==> config.mk <==
export PLATFORM = sky130hd
export DESIGN_NAME = shot_manager
export DESIGN_NICKNAME = d
export VERILOG_FILES = /design/src/rtl/shot_manager.sv
export SDC_FILE = /design/constraint.sdc
export NUM_CORES = 1
export LEC_CHECK = 0
export CAP_MARGIN = 15
export CORE_UTILIZATION = 30
export CTS_CLUSTER_DIAMETER = 200
export CTS_CLUSTER_SIZE = 16
export DETAILED_ROUTE_END_ITERATION = 10
export GPL_ROUTABILITY_DRIVEN = 1
export MAX_ROUTING_LAYER = met4
export PLACE_DENSITY = 0.57
export SLEW_MARGIN = 20
export SYNTH_ARGS = -nofsm -noshare
export SYNTH_HDL_FRONTEND = slang
export SYNTH_SLANG_ARGS = --single-unit
==> constraint.sdc <==
create_clock -name move_clk -period 12.1 [get_ports move_clk]
set_clock_uncertainty 0.15 [all_clocks]
set_input_delay 1.815 -clock move_clk [delete_from_list [all_inputs] [get_ports move_clk]]
set_output_delay 1.815 -clock move_clk [all_outputs]
set_load 0.1 [all_outputs]
==> src/rtl/shot_manager.sv <==
// shot_manager: writer side of the shot entity array read by draw_controller.
// Owns MAX_SHOTS packed shot records. It spawns a shot at the ship on a fire
// edge, moves every live shot each tick with screen wrap, expires shots when
// their lifetime runs out, and clears shots named in kill_mask.
// Record layout: [33] valid, [32:30] kind=0, [29:26] 0, [25:16] y, [15:6] x,
// [5:0] dir.
// Ports:
//   move_clk      game tick clock; all state updates on its rising edge
//   reset_n       asynchronous reset, active-high
//   fire          fire button level
//   ship_x/y/dir  ship position and direction; dir[5:3] is the octant
//   kill_mask     bit i clears slot i this tick
//   shots         packed records, slot i at [i*ENTITY_SIZE +: ENTITY_SIZE]
//   active_count  registered count of valid slots
//   fire_dropped  one-tick pulse when a fire edge is rejected
module shot_manager #(
  parameter int ENTITY_SIZE   = 34,
  parameter int MAX_SHOTS     = 3,
  parameter int SHOT_SPEED    = 2,
  parameter int SHOT_LIFETIME = 60,
  parameter int COOLDOWN      = 8,
  parameter int SCREEN_W      = 320,
  parameter int SCREEN_H      = 240
) (
  input  logic                               move_clk,
  input  logic                               reset_n,
  input  logic                               fire,
  input  logic [9:0]                         ship_x,
  input  logic [9:0]                         ship_y,
  input  logic [5:0]                         ship_dir,
  input  logic [MAX_SHOTS-1:0]               kill_mask,
  output logic [MAX_SHOTS*ENTITY_SIZE-1:0]   shots,
  output logic [$clog2(MAX_SHOTS+1)-1:0]     active_count,
  output logic                               fire_dropped
);

  localparam int LW = $clog2(SHOT_LIFETIME + 1);
  localparam int CW = (COOLDOWN > 0) ? $clog2(COOLDOWN + 1) : 1;
  localparam int AW = $clog2(MAX_SHOTS + 1);
  localparam logic signed [10:0] SPD   = 11'(SHOT_SPEED);
  localparam logic signed [10:0] LIM_W = 11'(SCREEN_W);
  localparam logic signed [10:0] LIM_H = 11'(SCREEN_H);

  logic [MAX_SHOTS*ENTITY_SIZE-1:0] shots_q, shots_d;
  logic [LW-1:0]                    life_q [MAX_SHOTS];
  logic [LW-1:0]                    life_d [MAX_SHOTS];
  logic [CW-1:0]                    cooldown_q, cooldown_d;
  logic                             fire_q, fire_d;
  logic [AW-1:0]                    active_count_q, active_count_d;
  logic                             fire_dropped_q, fire_dropped_d;

  logic                             fire_edge;
  logic                             accepted;
  logic                             found;
  logic [MAX_SHOTS-1:0]             spawn_sel;
  logic [ENTITY_SIZE-1:0]           rec;

  function automatic logic signed [10:0] vel_x(input logic [2:0] oct);
    case (oct)
      3'd0, 3'd1, 3'd7: return SPD;
      3'd3, 3'd4, 3'd5: return -SPD;
      default:          return '0;
    endcase
  endfunction

  // Screen y grows downward, so "up" octants carry a negative y step.
  function automatic logic signed [10:0] vel_y(input logic [2:0] oct);
    case (oct)
      3'd1, 3'd2, 3'd3: return -SPD;
      3'd5, 3'd6, 3'd7: return SPD;
      default:          return '0;
    endcase
  endfunction

  // One correction suffices because the step is far smaller than the screen.
  function automatic logic [9:0] wrap(input logic [9:0] p,
                                      input logic signed [10:0] v,
                                      input logic signed [10:0] lim);
    logic signed [10:0] sum;
    sum = $signed({1'b0, p}) + v;
    if (sum < 0)
      sum = sum + lim;
    else if (sum >= lim)
      sum = sum - lim;
    return sum[9:0];
  endfunction

  always_comb begin
    shots_d        = shots_q;
    life_d         = life_q;
    fire_d         = fire;
    active_count_d = '0;
    rec            = '0;
    spawn_sel      = '0;
    found          = 1'b0;
    fire_edge      = fire & ~fire_q;

    // A slot being killed this tick counts as free, so a kill and a spawn
    // on the same slot resolve to the spawn.
    for (int unsigned i = 0; i < MAX_SHOTS; i++) begin
      if (!found && (!shots_q[i*ENTITY_SIZE + 33] || kill_mask[i])) begin
        spawn_sel[i] = 1'b1;
        found        = 1'b1;
      end
    end

    accepted       = fire_edge && (cooldown_q == '0) && found;
    fire_dropped_d = fire_edge && !accepted;
    if (accepted)
      cooldown_d = CW'(COOLDOWN);
    else if (cooldown_q != '0)
      cooldown_d = cooldown_q - CW'(1);
    else
      cooldown_d = cooldown_q;

    for (int unsigned i = 0; i < MAX_SHOTS; i++) begin
      rec = shots_q[i*ENTITY_SIZE +: ENTITY_SIZE];
      if (accepted && spawn_sel[i]) begin
        rec       = {1'b1, 3'b000, 4'b0000, ship_y, ship_x, ship_dir};
        life_d[i] = LW'(SHOT_LIFETIME);
      end else if (kill_mask[i]) begin
        rec[33]   = 1'b0;
        life_d[i] = '0;
      end else if (rec[33] && (life_q[i] == LW'(1))) begin
        rec[33]   = 1'b0;
        life_d[i] = '0;
      end else if (rec[33]) begin
        life_d[i]  = life_q[i] - LW'(1);
        rec[15:6]  = wrap(rec[15:6], vel_x(rec[5:3]), LIM_W);
        rec[25:16] = wrap(rec[25:16], vel_y(rec[5:3]), LIM_H);
      end
      shots_d[i*ENTITY_SIZE +: ENTITY_SIZE] = rec;
      if (rec[33])
        active_count_d = active_count_d + AW'(1);
    end
  end

  always_ff @(posedge move_clk or posedge reset_n) begin
    if (reset_n) begin
      shots_q        <= '0;
      life_q         <= '{default: '0};
      cooldown_q     <= '0;
      fire_q         <= 1'b0;
      active_count_q <= '0;
      fire_dropped_q <= 1'b0;
    end else begin
      shots_q        <= shots_d;
      life_q         <= life_d;
      cooldown_q     <= cooldown_d;
      fire_q         <= fire_d;
      active_count_q <= active_count_d;
      fire_dropped_q <= fire_dropped_d;
    end
  end

  assign shots        = shots_q;
  assign active_count = active_count_q;
  assign fire_dropped = fire_dropped_q;

endmodule

==> out/qor.yml, run 1 <==
timing:
  rsz0062_at_grt: "no"
  slew-limit-headroom: 0.284
  tightest_slew_ns: 1.07
  period_needed_ns: 4.80
  drv_slew: 0
  setup_tns_ns: 0
  fin_crit_sh: 0.396
  fmax_ghz: 0.209
  fin_hold_ws_ns: 0.338
  setup_viol: 0
  hold_viol: 0
logic_synthesis:
  synthMostInstantiatedCell: "nand2_1"
  netlist_area_um2: 8810
  synthTopCellsByArea: "dfrtp_1 30%, ha_1 10%, nand2_1 5.2%"
  synth_cell_types: 81
  synth_area_leader_cell: "dfrtp_1"
  synthCells: 1025
  yosysSeqAreaShare: 0.304
  synthArstFlopShare: 1.00
  yosys_warnings: 0
  avgSynthCellArea_um2: 8.59
  yosys-top-cells-count: "122 x nand2_1, 107 x dfrtp_1, 72 x ha_1, 64 x nor2_1, 50 x o21ai_0"
  synth_ff_type: "dfrtp_1"
  yosys_register_bits: 107
  synth_edf_count: 0
  yosysTopAreaCellShare: 0.304
critical_path:
  worst_path_max_delay_cell: "clkdlybuf4s50_1"
  r2r_slack_ns: 7.51
  start_kind: "input pin"
  cp_num_buf_inv: 2
  crit_required_ns: 12.20
  worstPathArrival_ns: 4.90
  crit_family: "simple AND/OR/NAND/NOR gates"
  slowest_delay_ns: 0.50
  path_class: "input pin to flop"
  crit_fanout: 17
  path_common_cell: "nand2_1"
  end_kind: "flop"
  crit_path_cell_trace: "clkdlybuf4s50_1, nand2b_1, o41a_1, nand3b_1, nor2_1, nand2_1, nand2_1, inv_2, ha_1, xnor2_1"
global_route:
  grt_pass1_wl_um: 43400
  grtUsageTotal: 0.188
  first_global_vias: 7737
  grt_max_degree: 62
  antenna_found_initial: 1
  grt-ovfl-total: 0
status:
  run_status: "finished clean"
floorplan:
  die_w_um: 173
  die_area_um2: 30000
  num_rows: 62
  die_h_um: 173
  start_util: 0.306
  pin_count: 137
  core_area_um2: 28800
power_and_ir_drop:
  power_density_nw_per_um2: 254
  ir_worst_vdd_mv: 0.140
  p_total_uw: 2690
  power_leakage_uw: 0.00474
clock_network:
  clkTransAtPathRegs_ns: 0.08
  cts.path.max_buffers: 2
  cts.hold.buffers_added: 0
  cts_tree: "done"
  clk_latency_ns: 0.36
  cts_resized: 0
  post-cts-setup-buffer-count: 0
  clock_sinks: 107
  root_buffer: "clkbuf_16"
  cts_made_buffers: 9
  htreeDepth: 3
cells_and_area:
  final_cell_count_no_fill: 1515
  fin_nets: 1233
  postLayoutCellArea_um2: 10600
  fill_cells: 2882
  drive_gt1_frac: 0.0576
  area_delta_synth_final_pct: 20.4
place:
  place_inst: 1497
  dp_hpwl_um: 21100
  dpl_cell_area_um2: 10300
  port_buffers: 115
  place_congestion: 0.877
routing:
  routed_wl_um: 27500
  firstDrtPassIters: 7
  drtIter0Drc: 709
  drc: 0
  wl_per_cell_um: 18.1
  vias: 8256
  drtAntennaViolNets: 0
  viasPerCell: 5.45
job:
  drv_cap: 0
hold_path:
  hp-class: "flop to flop"
[where the power goes]
| part | switching (uW) | internal (uW) | total [uW] |
|---|---|---|---|
| logic | 1250 | 607 | 1850 |
| registers | 94.9 | 433 | 528 |
| clock network | 146 | 163 | 309 |
[kinds of logic (layout without fill, tap and decap cells)]
group | Yosys count | count (layout) | synth area share
simple gates | 364 | 364 | 0.205
compound gates | 302 | 302 | 0.248
flops | 107 | 107 | 0.304
buf+inv | 105 | 189 | 0.0558
fa+ha+maj | 77 | 77 | 0.114
xor+xnor | 50 | 50 | 0.0497
mux | 19 | 19 | 0.0233
other cells | 1 | 23 | 0.000426
[per-layer routing]
metal,track usage,up-vias,part of all wire
met5,-,-,0
met4,0.0619,0,0.028
met3,0.0283,38,0.047
met2,0.289,241,0.46
met1,0.253,3996,0.47
li1,-,3981,-
[placed cells by master, fill, tap and decap left out, drive strengths merged, types with 8 or more instances in the layout]
cell,n
a221o,12
nand3,27
and3,14
a21o,15
a31oi,16
xnor2,34
o2111ai,8
mux2,12
clkbuf,9
buf,8
o311ai,9
and2,10
or2,10
o211ai,17
nor2,64
o21ai,59
a21oi,32
nand2b,12
nand2,122
nor3b,9
o21a,11
inv,53
xor2,16
ha,72
clkdlybuf4s50,115
nor3,42
dfrtp,107
o31ai,12
a22oi,37
o22ai,8
conb,21
or3,15
[registers in the layout, indices dropped and copies added, names as in the netlist]
signal        cells
active_count      2
fire_dropped      1
cooldown_q        4
life_q           18
shots            81
fire_q            1
[final cells by class]
| type | count | area, um^2 | share of cell area |
|---|---|---|---|
| multi-input cells | 833 | 5740 | 0.541 |
| flip-flops and latches | 107 | 2680 | 0.253 |
| repair buffers | 123 | 1210 | 0.114 |
| well taps | 384 | 480 | 0.0453 |
| clock buffers | 9 | 225 | 0.0212 |
| inverters | 50 | 190 | 0.0179 |
| clock inverters | 7 | 75.1 | 0.00708 |
| diodes | 2 | 5.00 | 0.000472 |
[stage by stage]
| stage | utilization | setup WS [ns] |
|---|---|---|
| 2_1_floorplan | - | 7.32 |
| 3_3_place_gp | 0.357 | 6.70 |
| 3_5_place_dp | 0.357 | 6.66 |
| 4_1_cts | 0.368 | 7.04 |
| 5_1_grt | 0.368 | 7.07 |
| 6_report | 0.368 | 7.30 |
[worst reg2reg max path, cell delays in order, from the launching register on]
cell and delay (ns):
dfrtp_1 0.46, nand2b_1 0.20, nand2_1 0.28, fa_1 0.53, a211oi_1 0.41, o21ai_1 0.17
a211oi_1 0.57, inv_1 0.18, ha_1 0.24, nand3b_1 0.07, nor3_1 0.05, a311o_1 0.36
a22oi_1 0.31, o32a_1 0.22, mux2_2 0.17, a21oi_1 0.06
[final timing paths]
kind / from / end / cells after the start
max in group asynchronous: reset_n / shots[54] / 3
min reg2reg: fire_q / fire_dropped / 1
max: kill_mask[0] / active_count[0] / 10
min: fire_q / fire_dropped / 1
min in group asynchronous: reset_n / shots[82] / 2
max reg2reg: shots[38] / shots[47] / 15
Power figures use the tool's default switching activity.
==> inputs of run 2 (changes only) <==
Clock period 12.1 ns to 4.7 ns, I/O delays scaled along.
==> run 2 against run 1 <==
  * Non-clock buffer count rose by 14
  * Worst hold slack got worse by 0.017 ns
  * Cell count rose by 0.79%
  * Total power rose to 2.6 times the previous value
  * Cell area rose by 1.3%
  * Count of clock-buffer cells in the layout rose by 3
  * Flip-flop and latch count did not move
  * Combinational power rose to 2.6 times the previous value
  * Global-route usage rose by 0.42 points
  * Die area did not move
  * Via count rose by 0.74%
  * Largest power group unchanged
  * Highest routed layer unchanged
==> out/qor.yml, run 2 (same netlist as run 1, synthesis figures left out) <==
timing:
  fmax_ghz: 0.235
  period_needed_ns: 4.26
  rsz0062_at_grt: "no"
  tightest_slew_ns: 1.08
  drv_slew: 0
  setup_tns_ns: 0
  fin_crit_sh: 0.906
  slew-limit-headroom: 0.281
  setup_viol: 0
  hold_viol: 0
critical_path:
  r2r-start: "shots[72]"
  worstPathArrival_ns: 4.34
  reg2regPathDepth: 15
  path_common_cell: "ha_1"
  start_kind: "flop"
  worst_path_max_delay_cell: "mux2i_1"
  slowest_delay_ns: 0.60
  r2r-end: "shots[82]"
  crit_family: "simple AND/OR/NAND/NOR gates"
  r2r_slack_ns: 0.44
  cp_num_buf_inv: 1
  crit_path_cell_trace: "nand2_1, mux2i_1, ha_1, a21o_1, and4_1, nor3_1, xor2_1, inv_1, ha_1, nor4b_1, nand4_1, a311oi_1, o21ai_0, mux2_2, nand3_1"
  crit_fanout: 7
  path_class: "flop to flop"
  crit_start: "shots[72]"
  crit_required_ns: 4.79
  end_kind: "flop"
routing:
  routed_wl_um: 27900
  drtIter0Drc: 517
  viasPerCell: 5.45
  drc: 0
  firstDrtPassIters: 5
  vias: 8317
  drtAntennaViolNets: 0
  wl_per_cell_um: 18.2
floorplan:
  die_w_um: 173
  core_area_um2: 28800
  pin_count: 137
  die_area_um2: 30000
  start_util: 0.306
  num_rows: 62
  die_h_um: 173
power_and_ir_drop:
  p_total_uw: 7080
  ir_worst_vdd_mv: 0.303
  power_density_nw_per_um2: 659
  power_leakage_uw: 0.00482
cells_and_area:
  largest_reg_flops: 81
  area_delta_synth_final_pct: 22.0
  drive_gt1_frac: 0.0656
  insertedDiodeCount: 0
  layout_commonest_cell: "nand2_1"
  mostFrequentLayoutCells: "122 x nand2_1, 115 x clkdlybuf4s50_1, 107 x dfrtp_1, 72 x ha_1, 63 x nor2_1"
  fin_nets: 1247
global_route:
  grt_max_degree: 68
  grt-ovfl-total: 0
  grt_pass1_wl_um: 44500
  grtUsageTotal: 0.193
  antenna_found_initial: 0
  first_global_vias: 7917
clock_network:
  htreeDepth: 3
  root_buffer: "clkbuf_16"
  cts_tree: "done"
  clock_sinks: 107
  cts.path.max_buffers: 2
  post-cts-setup-buffer-count: 0
  cts_resized: 0
  cts_made_buffers: 9
  clk_latency_ns: 0.36
  cts.hold.buffers_added: 0
  clkTransAtPathRegs_ns: 0.07
status:
  run_status: "finished clean"
hold_path:
  holdPathEnd: "fire_dropped"
  hp-class: "flop to flop"
  min_from: "fire_q"
  hold_depth: 1
job:
  drv_cap: 0
place:
  port_buffers: 115
  place_congestion: 0.914
  dp_hpwl_um: 21400
## run 2: layout make-up
cell class	count	area, um^2
fill	2912	18000
multi-input combinational	833	5730
sequential	107	2680
timing repair buffer	137	1340
tap	384	480
clock buffer	12	256
inverter	50	190
clock inverter	4	72.6
## run 2: metal layers
layer | vias up | global-route usage | part of all wire
li1 | 4013 | - | -
met1 | 4013 | 0.260 | 0.48
met2 | 235 | 0.293 | 0.45
met3 | 56 | 0.0213 | 0.042
met4 | 0 | 0.0756 | 0.034
met5 | - | - | 0
## run 2: metrics by stage
stage          cells  utilization  hold WS [ns]  worst slack, ns  area, um^2
6_report        1527        0.373         0.320            0.443       10700
5_1_grt         1527        0.373         0.346           0.0453       10700
4_1_cts         1527        0.373         0.338            0.431       10700
3_5_place_dp    1511        0.362         0.316            0.454       10400
3_3_place_gp    1511        0.362         0.312            0.434       10400
2_1_floorplan   1045            -         0.249           0.0482        8880
## run 2: worst max-delay path by stage
stage	to	slack [ns]	cells after the start
after floorplan	shots[82]	0.05	13
after global placement	shots[82]	0.43	15
after detailed placement	shots[82]	0.45	15
after CTS	shots[82]	0.43	15
after global routing	shots[82]	0.05	15
final	shots[82]	0.44	15
## run 2: where the power goes
part,internal [uW],switching (uW),leakage [uW]
registers,1120,227,0.00143
clock network,497,367,0.000159
logic,1610,3270,0.00323
